===== src/rtl/rx_frame_sync_if.sv =====
// Receive-side bundle for rx_frame_sync: raw line input plus captured-frame outputs.
// Latency: none (signal grouping only).
// Backpressure: none; the decoder samples sample on the rising edge of sample_flag.
//
// Signals:
//   rx_in       raw asynchronous receiver bit
//   sample      last captured frame, first payload bit in the MSB
//   sample_flag frame-ready strobe, high for one tick period
//   busy        receiver is capturing or holding a frame
//   frame_count completed-frame counter, wraps at 255
interface rx_frame_sync_if #(
    parameter int FRAME_LEN = 80
);
    logic                 rx_in;
    logic [FRAME_LEN-1:0] sample;
    logic                 sample_flag;
    logic                 busy;
    logic [7:0]           frame_count;

    // Line driver / frame consumer side.
    modport master (
        output rx_in,
        input  sample,
        input  sample_flag,
        input  busy,
        input  frame_count
    );

    // Receiver side.
    modport slave (
        input  rx_in,
        output sample,
        output sample_flag,
        output busy,
        output frame_count
    );
endinterface


===== src/rtl/rx_frame_sync.sv =====
// Receiver front end: bit-clock recovery, preamble hunt and FRAME_LEN-bit frame capture.
// Latency: 3 clocks rx_in-to-edge detect; frame output on the tick of its last payload bit.
// Backpressure: none; a preamble arriving while busy is lost, sample holds until the next frame.
//
// Ports:
//   CLOCK_50  system clock
//   reset     synchronous, active-high
//   rx        rx_frame_sync_if slave: rx_in in; sample, sample_flag, busy, frame_count out
//
// Optional build macro RX_EDGE_RESYNC_EN: when defined, line edges re-align the bit
// divider in every state (tracks transmitter drift over long frames); otherwise only
// while hunting, and the divider free-runs through CAPTURE and HOLD.
module rx_frame_sync #(
    parameter int         CLK_DIV   = 1250,
    parameter int         FRAME_LEN = 80,
    parameter logic [7:0] PREAMBLE  = 8'hA5
) (
    input  logic            CLOCK_50,
    input  logic            reset,
    rx_frame_sync_if.slave  rx
);
    localparam int CNT_W  = $clog2(CLK_DIV);
    localparam int BCNT_W = $clog2(FRAME_LEN);

    localparam logic [CNT_W-1:0]  CNT_MAX  = CNT_W'(CLK_DIV - 1);
    // Loaded on an edge so the next tick lands CLK_DIV/2 clocks later (mid-bit).
    localparam logic [CNT_W-1:0]  CNT_LOAD = CNT_W'(CLK_DIV - CLK_DIV / 2);
    localparam logic [BCNT_W-1:0] BIT_LAST = BCNT_W'(FRAME_LEN - 1);

    typedef enum logic [1:0] {
        HUNT,
        CAPTURE,
        HOLD
    } state_t;

    state_t               state_q, state_d;
    logic [CNT_W-1:0]     cnt_q, cnt_d;
    logic                 sync1_q, sync2_q, hist_q;
    logic [7:0]           win_q, win_d;
    logic [BCNT_W-1:0]    bcnt_q, bcnt_d;
    logic [FRAME_LEN-1:0] shadow_q, shadow_d;
    logic [FRAME_LEN-1:0] sample_q, sample_d;
    logic                 flag_q, flag_d;
    logic [7:0]           fcnt_q, fcnt_d;

    logic                 edge_det;
    logic                 resync_en;
    logic                 resync;
    logic                 tick;
    logic [7:0]           win_shift;
    logic [FRAME_LEN-1:0] shadow_shift;

    always_comb begin
        state_d      = state_q;
        cnt_d        = cnt_q;
        win_d        = win_q;
        bcnt_d       = bcnt_q;
        shadow_d     = shadow_q;
        sample_d     = sample_q;
        flag_d       = flag_q;
        fcnt_d       = fcnt_q;

        edge_det     = sync2_q ^ hist_q;
`ifdef RX_EDGE_RESYNC_EN
        resync_en    = 1'b1;
`else
        resync_en    = (state_q == HUNT);
`endif
        resync       = resync_en & edge_det;
        // A resyncing edge overrides a coincident tick.
        tick         = (cnt_q == CNT_MAX) && !resync;
        win_shift    = {win_q[6:0], sync2_q};
        shadow_shift = {shadow_q[FRAME_LEN-2:0], sync2_q};

        if (resync) begin
            cnt_d = CNT_LOAD;
        end else if (cnt_q == CNT_MAX) begin
            cnt_d = '0;
        end else begin
            cnt_d = cnt_q + CNT_W'(1);
        end

        if (tick) begin
            unique case (state_q)
                HUNT: begin
                    win_d = win_shift;
                    if (win_shift == PREAMBLE) begin
                        state_d = CAPTURE;
                        bcnt_d  = '0;
                    end
                end
                CAPTURE: begin
                    shadow_d = shadow_shift;
                    bcnt_d   = bcnt_q + BCNT_W'(1);
                    if (bcnt_q == BIT_LAST) begin
                        sample_d = shadow_shift;
                        flag_d   = 1'b1;
                        fcnt_d   = fcnt_q + 8'd1;
                        state_d  = HOLD;
                    end
                end
                HOLD: begin
                    // The bit on this tick is dropped; hunting restarts from an empty window.
                    flag_d  = 1'b0;
                    win_d   = '0;
                    state_d = HUNT;
                end
                default: state_d = HUNT;
            endcase
        end
    end

    always_ff @(posedge CLOCK_50) begin
        if (reset) begin
            state_q  <= HUNT;
            cnt_q    <= '0;
            sync1_q  <= 1'b0;
            sync2_q  <= 1'b0;
            hist_q   <= 1'b0;
            win_q    <= '0;
            bcnt_q   <= '0;
            shadow_q <= '0;
            sample_q <= '0;
            flag_q   <= 1'b0;
            fcnt_q   <= '0;
        end else begin
            state_q  <= state_d;
            cnt_q    <= cnt_d;
            sync1_q  <= rx.rx_in;
            sync2_q  <= sync1_q;
            hist_q   <= sync2_q;
            win_q    <= win_d;
            bcnt_q   <= bcnt_d;
            shadow_q <= shadow_d;
            sample_q <= sample_d;
            flag_q   <= flag_d;
            fcnt_q   <= fcnt_d;
        end
    end

    assign rx.sample      = sample_q;
    assign rx.sample_flag = flag_q;
    assign rx.busy        = (state_q != HUNT);
    assign rx.frame_count = fcnt_q;
endmodule


===== src/flat_wrapper.sv =====
// flat-port wrapper written by rule: the top's interface ports become plain ports
module rx_frame_sync_flat 
#(
    parameter int         CLK_DIV   = 1250,
    parameter int         FRAME_LEN = 80,
    parameter logic [7:0] PREAMBLE  = 8'hA5
)
  (CLOCK_50, reset, rx_rx_in, rx_sample, rx_sample_flag, rx_busy, rx_frame_count);
  rx_frame_sync_if #(.FRAME_LEN(FRAME_LEN)) rx_i ();
  input  logic CLOCK_50;
  input  logic reset;
  input wire logic [$bits(rx_i.rx_in)-1:0] rx_rx_in;
  output wire logic [$bits(rx_i.sample)-1:0] rx_sample;
  output wire logic [$bits(rx_i.sample_flag)-1:0] rx_sample_flag;
  output wire logic [$bits(rx_i.busy)-1:0] rx_busy;
  output wire logic [$bits(rx_i.frame_count)-1:0] rx_frame_count;
  assign rx_i.rx_in = rx_rx_in;
  assign rx_sample = rx_i.sample;
  assign rx_sample_flag = rx_i.sample_flag;
  assign rx_busy = rx_i.busy;
  assign rx_frame_count = rx_i.frame_count;
  rx_frame_sync #(.CLK_DIV(CLK_DIV), .FRAME_LEN(FRAME_LEN), .PREAMBLE(PREAMBLE)) u_core (.CLOCK_50(CLOCK_50), .reset(reset), .rx(rx_i));
endmodule

===== config.mk =====
export PLATFORM = sky130hd
export DESIGN_NAME = rx_frame_sync_flat
export DESIGN_NICKNAME = d
export VERILOG_FILES = /design/src/rtl/rx_frame_sync_if.sv /design/src/rtl/rx_frame_sync.sv /design/src/flat_wrapper.sv
export SDC_FILE = /design/constraint.sdc
export NUM_CORES = 1
export LEC_CHECK = 0
export CAP_MARGIN = 25
export CORE_MARGIN = 4
export CORE_UTILIZATION = 35
export DETAILED_ROUTE_END_ITERATION = 10
export PLACE_DENSITY = 0.63
export RECOVER_POWER = 25
export SLEW_MARGIN = 0
export SYNTH_ARGS = -nofsm -noshare
export SYNTH_HDL_FRONTEND = slang
export SYNTH_SLANG_ARGS = --single-unit

===== constraint.sdc =====
create_clock -name CLOCK_50 -period 2.2 [get_ports CLOCK_50]
set_clock_uncertainty 0.1 [all_clocks]
set_input_delay 0.22 -clock CLOCK_50 [delete_from_list [all_inputs] [get_ports CLOCK_50]]
set_output_delay 0.22 -clock CLOCK_50 [all_outputs]
set_load 0.01 [all_outputs]

==> metrics <==
layout cells sized above 1=18.1%; CTS buffer count=17; final setup fails=0; Reg2Reg Depth=6; Final ANT Viol Nets=0; status=finished clean; Power per Cell Area=694 nW/um^2; Fin. Hold Viols=0; Reg clk slew, reported paths=70 ps; Critical Path RT=2470 ps; syn_area_per_cell=9.23 um^2; H-tree Lvls=4; syn nets=839; crit path kind=register to register; Critical Path Fanout Max=35; Starting Density=36.1%; first-pass GRT wire length=28800 um; CP arrival=2450 ps; crit path time final=2180 ps; reg-to-reg setup timing slack=20 ps; ys async rst share=0%; Hold WC Path Type=input port to register; Yosys warning count=0; Worst setup SP type=register; Slew Limit Fails=0; initial antenna violation count=0; # DRC=0; die footprint=24400 um^2; placed cell count=1151; most frequent cells in the layout=dfxtp_1 (198), nand2_1 (166), a21oi_1 (98); FMAX=459 MHz; DP Area=9010 um^2; largest family of logic cells by synthesized area=simple AND/OR/NAND/NOR gates; Post-synth EDFFs=0; DRT iter0 DRCs=270; Skew-Pair Late Insertion Delay=420 ps; number of global-route vias before repair=5801; synthesized cell area=7680 um^2; grt ovf=0; dpl ws=61.6 ps; VDD IR max=0.529 mV; Crit-path slowest cell=or4b_4; fin nets=902; ys flop type=dfxtp_1; utilization after layout=45.2%; post-synth top area share=51.6%; #FFs+latches synth=198; Avg Vias per Cell=5.27; worst slew pin tran=1250 ps; final setup TNS=0 ps; routability cong.=0.778; IO Count=93; CTS sink cnt=198; wire length per cell=14.6 um; Max clock buf depth=2; TritonCTS clock tree=yes; ranking of synthesized cells by area=dfxtp_1 (52%), nor4b_1 (9.2%), a31o_2 (9.1%), nand2_1 (8.1%), a21oi_1 (6.5%); min-delay src=rx_rx_in; Routed WL=17200 um; post-synth cell types=42; Setup crit start=u_core.bcnt_q[0]$_SDFFE_PP0P_; postcts setup bufs=0; R2R Path End=u_core.rx.sample[72]$_SDFFE_PP0P_; Worst R2R Start=u_core.bcnt_q[0]$_SDFFE_PP0P_; Compound-Gate Fraction of Synth Area=18.3%; Seq/Total Area, Yosys=51.6%; Syn-to-layout area delta=25.3%; Max Cap Viol=0; Rel. slew slack=16.7%; fin crit share=99.1%; critical-path cell list=ha_2 > nand3_2 > or4b_4 > buf_4 > nor4b_1 > a31o_2; ANT cells=0; post-DP HPWL=10600 um; RSZ-0062 raised after global routing=yes; largest net degree at the start of global routing=73; Synth area leader=dfxtp_1; PortBufs=92; Pre-antenna DRT Iters=5; Vias=6215; leakage power=0.00336 uW; Final WS setup=20.7 ps; Die H=156 um; Cells after Synth=832; Hold Path Sink=u_core.sync1_q$_SDFF_PP0_; crit path capture type=register; post-synthesis simple-gate area fraction=23.4%; Non-Filler Instances=1180; Final Cell Area=9620 um^2; Filler cells=1995; Total GRT Usage=14.0%; row count=53; CP max stage delay=530 ps; die width=156 um; hold-critical path depth=2; hold buffers post-CTS=0; Synth Area in Adders=0.652%; XOR/XNOR Fraction of Synth Area=1.14%; CTS resizes=0; commonest non-fill, non-tap cell in the layout=dfxtp_1; mux share of post-synthesis cell area=0.293%; root buf cell=clkbuf_16; Core Area=21300 um^2
-- cells in the mapped netlist, types with 3 or more instances --
| library cell | instances |
|---|---|
| dfxtp_1 | 198 |
| nand2_1 | 166 |
| a21oi_1 | 99 |
| nor4b_1 | 81 |
| a31o_2 | 80 |
| clkbuf_1 | 58 |
| buf_2 | 15 |
| nand4_1 | 15 |
| nor2_1 | 12 |
| o21ai_0 | 12 |
| nand3_1 | 9 |
| o31ai_1 | 9 |
| or4_1 | 9 |
| buf_1 | 7 |
| nor2b_1 | 7 |
| inv_1 | 6 |
| xor2_1 | 6 |
| and3_1 | 4 |
| ha_1 | 4 |
| xnor2_1 | 4 |
| and4_1 | 3 |
| nor3_1 | 3 |
-- power by group --
group          internal, uW  leakage [uW]  switching, uW
registers              3600       0.00160           18.7
clock network          1550      0.000255           1330
logic                  48.5       0.00151            127
total                  5200       0.00336           1480
-- worst max-delay path: cells and delay by family, from the launching register on --
| kind | cells | cell delay [ps] |
|---|---|---|
| and+or+nand+nor | 3 | 1040 |
| adders and majority gates | 1 | 190 |
| AOI/OAI and AO/OA | 1 | 160 |
| DFF | 1 | 340 |
| buffers and inverters | 1 | 290 |
-- worst max-delay path by stage --
stage,end,slack (ps),depth (start not counted)
after floorplan,u_core.rx.sample[40]$_SDFFE_PP0P_,100,7
after global placement,u_core.rx.sample[64]$_SDFFE_PP0P_,60,6
after global routing,u_core.rx.sample[65]$_SDFFE_PP0P_,-80,6
after CTS,u_core.rx.sample[21]$_SDFFE_PP0P_,50,6
final,u_core.rx.sample[72]$_SDFFE_PP0P_,20,6
after detailed placement,u_core.rx.sample[21]$_SDFFE_PP0P_,60,6
-- kinds of logic (layout without fill, tap and decap cells) --
logic type / after synthesis / count (layout)
XOR/XNOR: 10 / 10
flip-flops: 198 / 198
adder cells (fa/ha/maj): 4 / 4
buffers and inverters: 88 / 161
AND/OR/NAND/NOR: 320 / 320
AO/OA/AOI/OAI: 210 / 210
multiplexers: 2 / 2
-- metrics by stage --
step	hold WS, ps	power, uW
floorplan	248	3810
global placement	325	3870
detailed placement	326	3870
CTS	97.4	6770
global route	300	6920
finish	309	6670
-- final cells by class --
class | instances | area (um^2) | area share [%]
Multi-Input combinational cell | 546 | 3460 | 35.9
Tap cell | 275 | 344 | 3.58
Clock buffer | 18 | 429 | 4.46
Sequential cell | 198 | 3960 | 41.2
Clock inverter | 11 | 103 | 1.07
Timing Repair Buffer | 125 | 1300 | 13.5
Inverter | 7 | 26.3 | 0.273
-- sequential cells by signal (all words and copies together) (netlist names) --
signal / flops
u_core.win_q: 7
u_core.bcnt_q: 7
u_core.cnt_q: 11
u_core.sync1_q: 1
u_core.rx.frame_count: 8
u_core.state_q: 2
u_core.rx.sample_flag: 1
u_core.shadow_q: 79
u_core.hist_q: 1
u_core.sync2_q: 1
u_core.rx.sample: 80
-- metal layers --
layer	global-route usage (%)	share of wire, %	vias up
met5	0	0	-
met3	4.08	3.9	2
li1	-	-	3137
met1	19.5	50	2990
met4	3.39	0.22	0
met2	21.7	46	86
No activity file was read; power rests on OpenSTA's default activity.
